`src/rtl/fetch_seq_if.sv`:
```
// Control/fetch bundle between the instruction decoder and the fetch sequencer.
// The slave modport is the sequencer side; master is the environment driving control.
interface fetch_seq_if #(
    parameter int unsigned IW = 9
);
    logic          Start;
    logic          Halt;
    logic          Stall;
    logic          BranchEn;
    logic          BranchRel;
    logic [IW-1:0] Target;
    logic [IW-1:0] InstAddress;
    logic          InstValid;
    logic          Done;
    logic [15:0]   CycleCount;

    modport master (
        output Start, Halt, Stall, BranchEn, BranchRel, Target,
        input  InstAddress, InstValid, Done, CycleCount
    );

    modport slave (
        input  Start, Halt, Stall, BranchEn, BranchRel, Target,
        output InstAddress, InstValid, Done, CycleCount
    );
endinterface

```
`src/rtl/fetch_seq.sv`:
```
// Program-counter sequencer: IDLE/RUN/DONE FSM with halt, stall and abs/rel branches.
// Optional run-cycle counter enabled by defining FETCH_SEQ_CYCLE_COUNT_EN.
module fetch_seq #(
    parameter int unsigned    IW         = 9,
    parameter logic [IW-1:0]  START_ADDR = '0
) (
    input logic        Clk,
    input logic        Reset,
    fetch_seq_if.slave bus
);

    typedef enum logic [1:0] {StIdle, StRun, StDone} state_e;

    state_e        state_q;
    logic [IW-1:0] pc_q;
    logic          valid_q;
    logic          done_q;

    always_ff @(posedge Clk or posedge Reset) begin
        if (Reset) begin
            state_q <= StIdle;
            pc_q    <= START_ADDR;
            valid_q <= 1'b0;
            done_q  <= 1'b0;
        end else begin
            unique case (state_q)
                StIdle: begin
                    pc_q <= START_ADDR;
                    if (bus.Start) begin
                        state_q <= StRun;
                        valid_q <= 1'b1;
                        done_q  <= 1'b0;
                    end
                end
                StRun: begin
                    // Halt outranks stall and branch in the same cycle.
                    if (bus.Halt) begin
                        state_q <= StDone;
                        valid_q <= 1'b0;
                        done_q  <= 1'b1;
                    end else if (bus.Stall) begin
                        pc_q <= pc_q;
                    end else if (bus.BranchEn) begin
                        pc_q <= bus.BranchRel ? pc_q + bus.Target : bus.Target;
                    end else begin
                        pc_q <= pc_q + IW'(1);
                    end
                end
                StDone: begin
                    if (bus.Start) begin
                        state_q <= StRun;
                        pc_q    <= START_ADDR;
                        valid_q <= 1'b1;
                        done_q  <= 1'b0;
                    end
                end
                default: begin
                    state_q <= StIdle;
                    pc_q    <= START_ADDR;
                    valid_q <= 1'b0;
                    done_q  <= 1'b0;
                end
            endcase
        end
    end

    assign bus.InstAddress = pc_q;
    assign bus.InstValid   = valid_q;
    assign bus.Done        = done_q;

`ifdef FETCH_SEQ_CYCLE_COUNT_EN
    logic [15:0] cnt_q;

    always_ff @(posedge Clk or posedge Reset) begin
        if (Reset) begin
            cnt_q <= 16'h0000;
        end else if ((state_q != StRun) && bus.Start) begin
            cnt_q <= 16'h0000;
        end else if ((state_q == StRun) && (cnt_q != 16'hFFFF)) begin
            cnt_q <= cnt_q + 16'h0001;
        end
    end

    assign bus.CycleCount = cnt_q;
`else
    assign bus.CycleCount = 16'h0000;
`endif

endmodule

```
`src/flat_wrapper.sv`:
```
// flat-port wrapper written by rule: the top's interface ports become plain ports
module fetch_seq_flat 
#(
    parameter int unsigned    IW         = 9,
    parameter logic [IW-1:0]  START_ADDR = '0
)
  (Clk, Reset, bus_Start, bus_Halt, bus_Stall, bus_BranchEn, bus_BranchRel, bus_Target, bus_InstAddress, bus_InstValid, bus_Done, bus_CycleCount);
  fetch_seq_if #(.IW(IW)) bus_i ();
  input logic Clk;
  input logic Reset;
  input wire logic [$bits(bus_i.Start)-1:0] bus_Start;
  input wire logic [$bits(bus_i.Halt)-1:0] bus_Halt;
  input wire logic [$bits(bus_i.Stall)-1:0] bus_Stall;
  input wire logic [$bits(bus_i.BranchEn)-1:0] bus_BranchEn;
  input wire logic [$bits(bus_i.BranchRel)-1:0] bus_BranchRel;
  input wire logic [$bits(bus_i.Target)-1:0] bus_Target;
  output wire logic [$bits(bus_i.InstAddress)-1:0] bus_InstAddress;
  output wire logic [$bits(bus_i.InstValid)-1:0] bus_InstValid;
  output wire logic [$bits(bus_i.Done)-1:0] bus_Done;
  output wire logic [$bits(bus_i.CycleCount)-1:0] bus_CycleCount;
  assign bus_i.Start = bus_Start;
  assign bus_i.Halt = bus_Halt;
  assign bus_i.Stall = bus_Stall;
  assign bus_i.BranchEn = bus_BranchEn;
  assign bus_i.BranchRel = bus_BranchRel;
  assign bus_i.Target = bus_Target;
  assign bus_InstAddress = bus_i.InstAddress;
  assign bus_InstValid = bus_i.InstValid;
  assign bus_Done = bus_i.Done;
  assign bus_CycleCount = bus_i.CycleCount;
  fetch_seq #(.IW(IW), .START_ADDR(START_ADDR)) u_core (.Clk(Clk), .Reset(Reset), .bus(bus_i));
endmodule
```
`config.mk`:
```
export PLATFORM = sky130hd
export DESIGN_NAME = fetch_seq_flat
export DESIGN_NICKNAME = d
export VERILOG_FILES = /design/src/rtl/fetch_seq_if.sv /design/src/rtl/fetch_seq.sv /design/src/flat_wrapper.sv
export SDC_FILE = /design/constraint.sdc
export NUM_CORES = 1
export LEC_CHECK = 0
export ABC_AREA = 1
export ABC_CLOCK_PERIOD_IN_PS = 4200
export BUFFER_PORTS_ARGS = -buffer_cell sky130_fd_sc_hd__buf_2
export CORE_MARGIN = 2
export CORE_UTILIZATION = 55
export CTS_BUF_LIST = sky130_fd_sc_hd__clkbuf_4 sky130_fd_sc_hd__clkbuf_8 sky130_fd_sc_hd__clkbuf_16
export DETAILED_ROUTE_END_ITERATION = 12
export PLACE_DENSITY = 0.85
export SLEW_MARGIN = 20
export SYNTH_ARGS = -nofsm -noshare
export SYNTH_HDL_FRONTEND = slang
export SYNTH_SLANG_ARGS = --single-unit
```
`constraint.sdc`:
```
create_clock -name Clk -period 4.2 [get_ports Clk]
set_input_delay 0.63 -clock Clk [delete_from_list [all_inputs] [get_ports Clk]]
set_output_delay 0.63 -clock Clk [all_outputs]
set_load 0.1 [all_outputs]
```
---- After elaboration in Yosys (flattened, before gate mapping) ----
Index checks and enable logic that the tools add are counted.
cells by class
  add/sub/neg operators ................... 2
  equal/unequal tests ..................... 7
  muxes and demuxes ....................... 15
  reductions and logical operators ........ 4
operators by type and width
  kind                 number
  $mux 9               5
  $pmux 9 s2           1
  $add 9x1->9 const B  1
  $add 9x9->9          1
  $ne 2x2->1 const B   4
  $mux 1               4
  $mux 2               2
  $pmux 1 s2           2
  $pmux 2 s2           1
  $reduce_and 3->1     1
  $eq 2x1->1 const B   1
  $eq 2x2->1 const B   1
  $logic_not 2->1      1
  $ne 2x1->1 const B   1
  $reduce_and 2->1     1
  $reduce_or 2->1      1
word-level totals
  register bits after elaboration ......... 13
  output and inout port bits .............. 27

---- Logic depth before layout (Yosys ltp) ----
  word-level depth ........................ 6
  gate-level depth with buffers ........... 11

---- Worst setup path before layout ----
Ideal clock, no wire load.
  kind .................................... reg2reg
  start ................................... reg u_core.pc_q[0], in the netlist u_core.bus.InstAddress[0]
  end ..................................... reg u_core.pc_q[8], in the netlist u_core.bus.InstAddress[8]
  setup time .............................. 0.120 ns
  data arrival time ....................... 2.104 ns
  required time ........................... 4.080 ns
  setup slack ............................. 1.976 ns
  stages on the path, launching flop included .. 11
  buffers on the path ..................... 0
  cells stage by stage .................... dfrtp_1 ha_1 fa_1 nand2_1 nand2_1 nand3_1 nand3_1 nand3_1 nand2_1 nand2_1 nand2_1
between the ends
  cells in the longest elaborated chain, start to end .. 6
  elaborated cells between the ends (all ways) .. 7
  classes of those cells .................. add/sub (2); mux (5)
ends and longest elaborated chain
  what                    line             source
  start, declared         fetch_seq.sv:15  logic [IW-1:0] pc_q;
  start signal, assigned  fetch_seq.sv:42  pc_q <= pc_q;
  start signal, assigned  fetch_seq.sv:44  pc_q <= bus.BranchRel ? pc_q + bus.Target : bus.Target;
  start signal, assigned  fetch_seq.sv:46  pc_q <= pc_q + IW'(1);
  $add 9x9->9             fetch_seq.sv:44
  $mux 9                  fetch_seq.sv:44
  $mux 9 *                fetch_seq.sv:43  end else if (bus.BranchEn) begin
  $mux 9 *                fetch_seq.sv:41  end else if (bus.Stall) begin
  $mux 9 *                fetch_seq.sv:37  if (bus.Halt) begin
  $pmux 9 s2 *            fetch_seq.sv:26  unique case (state_q)
Every way passes the cells marked *; elsewhere a longest branch is shown, timed or not. The select of a mux whose other input is x is not followed.
A chain may end at the register's enable or synchronous reset.

---- Worst setup path in the final report ----
  start ................................... reg u_core.pc_q[5], in the netlist u_core.bus.InstAddress[5]
  end ..................................... out bus_InstAddress[5]
RTL lines
  what           line                source
  end, declared  flat_wrapper.sv:17  output wire logic [$bits(bus_i.InstAddress)-1:0] bus_InstAddress;
No word-level cell between the ends.

==> out/metrics.csv <==
stage,metric,value,unit
run_status,status,"complete, no violations",
sta,Max Transition Viols Final,0,
floorplanning,die area,0.002970,mm^2
worst_setup_path,crit path DAT,1.28,ns
sta,Worst Hold Slack,0.3520,ns
grt,vias in the first global route,1208,
floorplanning,# IOs,43,
layout,cell area after layout,0.001530,mm^2
worst_setup_path,Critical Path RT,3.57,ns
floorplanning,Core ar.,0.002455,mm^2
power_and_ir_drop,Power Density,437.6,mW/mm^2
power_and_ir_drop,Internal,0.2711,mW
routing,Starting DRT DRC Count,28,
power_and_ir_drop,Logic pwr share,0.612,
logic_synthesis,dominant synthesized flop cell,dfrtp_1,
layout,antenna cells,0,
sta,fmax,523.3,MHz
layout,area grow syn2layout,9.099,%
sta,RSZ-0062 raised after global routing,no,
logic_synthesis,Post-synth EDFFs,0,
power_and_ir_drop,leakage,0.9112,nW
grt,gr ovfl total,0,
worst_setup_path,Buf/Inv on CP,1,
cts,clock-pin slew on the worst setup and hold paths,0.07,ns
worst_setup_path,crit start category,register,
placed_design,DP Wirelength,2345,um
power_and_ir_drop,VDD IR max,0.4376,mV
placed_design,gpl congestion,0.8897,
hold_path,Hold Path Class,in2async,
layout,share of layout cells above drive strength 1,0.1865,
logic_synthesis,most common library cells after synthesis,"nand2_1, inv_1, nand3_1",
sta,setup_tns,0,ns
floorplanning,Die W,54.50,um
grt,GR Util All Layers,0.2301,
logic_synthesis,Synth Instances,225,
power_and_ir_drop,clock share of power,0.137,
sta,Final Hold Viols,0,
worst_setup_path,crit-path max FO,8,
logic_synthesis,register area share after synthesis,0.2141,
routing,DRT Pass-1 Iters,4,
routing,DRC viols,0,
cts,Inserted Clock Buffers,3,
grt,initial antenna violation count,0,
cts,Post-CTS Setup Bufs,0,
grt,largest net degree at the start of global routing,15,
sta,Tmin final,1.911,ns
cts,hold bufs inserted after CTS,0,
cts,CTS resizes,0,
worst_setup_path,critical path class,reg2out,
worst_setup_path,Crit-path slowest cell,dfrtp_1,
placed_design,"worst slack, placed",2.131,ns
sta,Clock Skew,0.001277,ns
routing,vias per std cell,4.879,
placed_design,placed instance area,0.001494,mm^2
grt,first-pass GRT wire length,4912,um
floorplanning,die height,54.50,um
power_and_ir_drop,register share of total power,0.251,
logic_synthesis,Yosys top cell area share,0.2141,
cts,Worst-Skew Late Latency,0.27,ns
layout,nets,279,
routing,Routed WL per cell,10.41,um
floorplanning,Site Rows,18,
logic_synthesis,cell taking the most area after synthesis,dfrtp_1,
sta,worst setup margin,2.289,ns
flow_run,max cap viols,0,
worst_setup_path,"slowest stage delay, CP",0.52,ns
sta,final number of setup-violating endpoints,0,
cts,Clock Sinks,12,
floorplanning,starting density of the core,0.5714,
logic_synthesis,most common cell in the netlist,nand2_1,
logic_synthesis,synth top area cells,"dfrtp_1, nand2_1, nand3_1, buf_4, inv_1",
logic_synthesis,"FFs w/ async S/R, synth",1.000,
logic_synthesis,Unique masters post-synth,27,
cts,clk buf depth,2,
logic_synthesis,synth warn,0,
logic_synthesis,register bit total from synthesis,12,
routing,via count,1376,
logic_synthesis,Mapped Area,0.001403,mm^2
sta,final cycle utilization of the critical path,0.4550,
cts,H-tree depth,1,
worst_setup_path,Setup crit end kind,primary output,
routing,routed wire length,2937,um
worst_setup_path,"Cell Chain, Critical Path",buf_2,
placed_design,quantity of I/O buffers inserted on ports,26,
power_and_ir_drop,Net Sw Power,0.3986,mW
power_and_ir_drop,Switching Fraction,0.5952,
worst_setup_path,"delay-heaviest family, CP",flip-flops,
routing,Final ANT Viol Nets,0,
cts,Root Driver,clkbuf_4,
logic_synthesis,Mapped Avg Cell Area,6.234,um^2
cts,CTS tree,done,
==> metal layers <==
metal  share of wire  global-route usage  routed length (um)  up-vias
met2            0.47              0.3896                1391       31
met3           0.031             0.02459                  91        7
met5               0                   0                   0        -
li1                -                   -                   -      737
met4           0.017             0.09583                  50        0
met1            0.48              0.2969                1404      601
==> worst paths after layout <==
check                                     startpoint                        end  slack, ns  depth (start not counted)
setup / recovery           u_core.bus.InstAddress[5]         bus_InstAddress[5]       2.29                          1
hold / removal                                 Reset  u_core.bus.InstAddress[0]       0.35                          2
setup reg to reg           u_core.bus.InstAddress[0]  u_core.bus.InstAddress[8]       2.39                         10
hold reg to reg                 u_core.bus.InstValid       u_core.bus.InstValid       0.49                          2
max in group asynchronous                      Reset  u_core.bus.InstAddress[2]       3.53                          2
min in group Clk                u_core.bus.InstValid       u_core.bus.InstValid       0.49                          2
==> final cells by class <==
type	instances	area, um^2
inverter	39	146.4
sequential	12	300.3
multi-input combinational	171	879.6
timing repair buffer	26	130.1
clock buffer	4	36.28
fill	247	924.6
tap	30	37.54
==> cells in the final DEF, fill, tap and decap left out <==
| cell type | count |
|---|---|
| nor2_1 | 7 |
| o21ai_1 | 3 |
| clkbuf_8 | 1 |
| clkbuf_4 | 3 |
| nand3_1 | 26 |
| nand2_2 | 1 |
| dfrtp_1 | 12 |
| nand3b_1 | 2 |
| nor2_2 | 2 |
| o21ai_2 | 1 |
| nor3_2 | 2 |
| a21oi_1 | 10 |
| nand3_2 | 2 |
| nor2_4 | 2 |
| a32o_1 | 1 |
| xor2_1 | 1 |
| inv_2 | 6 |
| nand2_1 | 75 |
| o211ai_1 | 1 |
| inv_1 | 33 |
| o21ai_0 | 5 |
| conb_1 | 16 |
| fa_1 | 1 |
| or2_1 | 2 |
| o22ai_1 | 1 |
| buf_2 | 26 |
| ha_1 | 9 |
| a21oi_2 | 1 |
==> cells by family (layout without fill, tap and decap cells) <==
family | after synthesis | count (layout) | share of synthesized area
xor gates and xnor gates | 1 | 1 | 0.006246
DFF | 12 | 12 | 0.2141
adders and majority gates | 10 | 10 | 0.09456
and+or+nand+nor | 121 | 121 | 0.3898
AOI/OAI and AO/OA | 23 | 23 | 0.09367
buffers and inverters | 57 | 69 | 0.1989
other | 1 | 16 | 0.002674
==> flip-flops by register name (all words and copies together), names as in the netlist <==
name / cells
u_core.state_q: 2
u_core.bus.InstAddress: 9
u_core.bus.InstValid: 1
==> stage by stage <==
stage | instances | util | power, mW
finish | 282 | 0.6233 | 0.6696
global route | 282 | 0.6233 | 0.7170
CTS | 282 | 0.6233 | 0.6732
detailed placement | 278 | 0.6086 | 0.5786
global placement | 278 | 0.6086 | 0.5744
floorplan | 240 | - | 0.5251
==> power groups by stage <==
| stage | registers (mW) | clock network, mW | logic (mW) |
|---|---|---|---|
| floorplan | 0.304 | 0 | 0.221 |
| global placement | 0.169 | 0 | 0.406 |
| detailed placement | 0.170 | 0 | 0.409 |
| CTS | 0.168 | 0.0948 | 0.411 |
| global route | 0.172 | 0.101 | 0.444 |
| finish | 0.168 | 0.0917 | 0.410 |
Power figures use the tool's default switching activity.
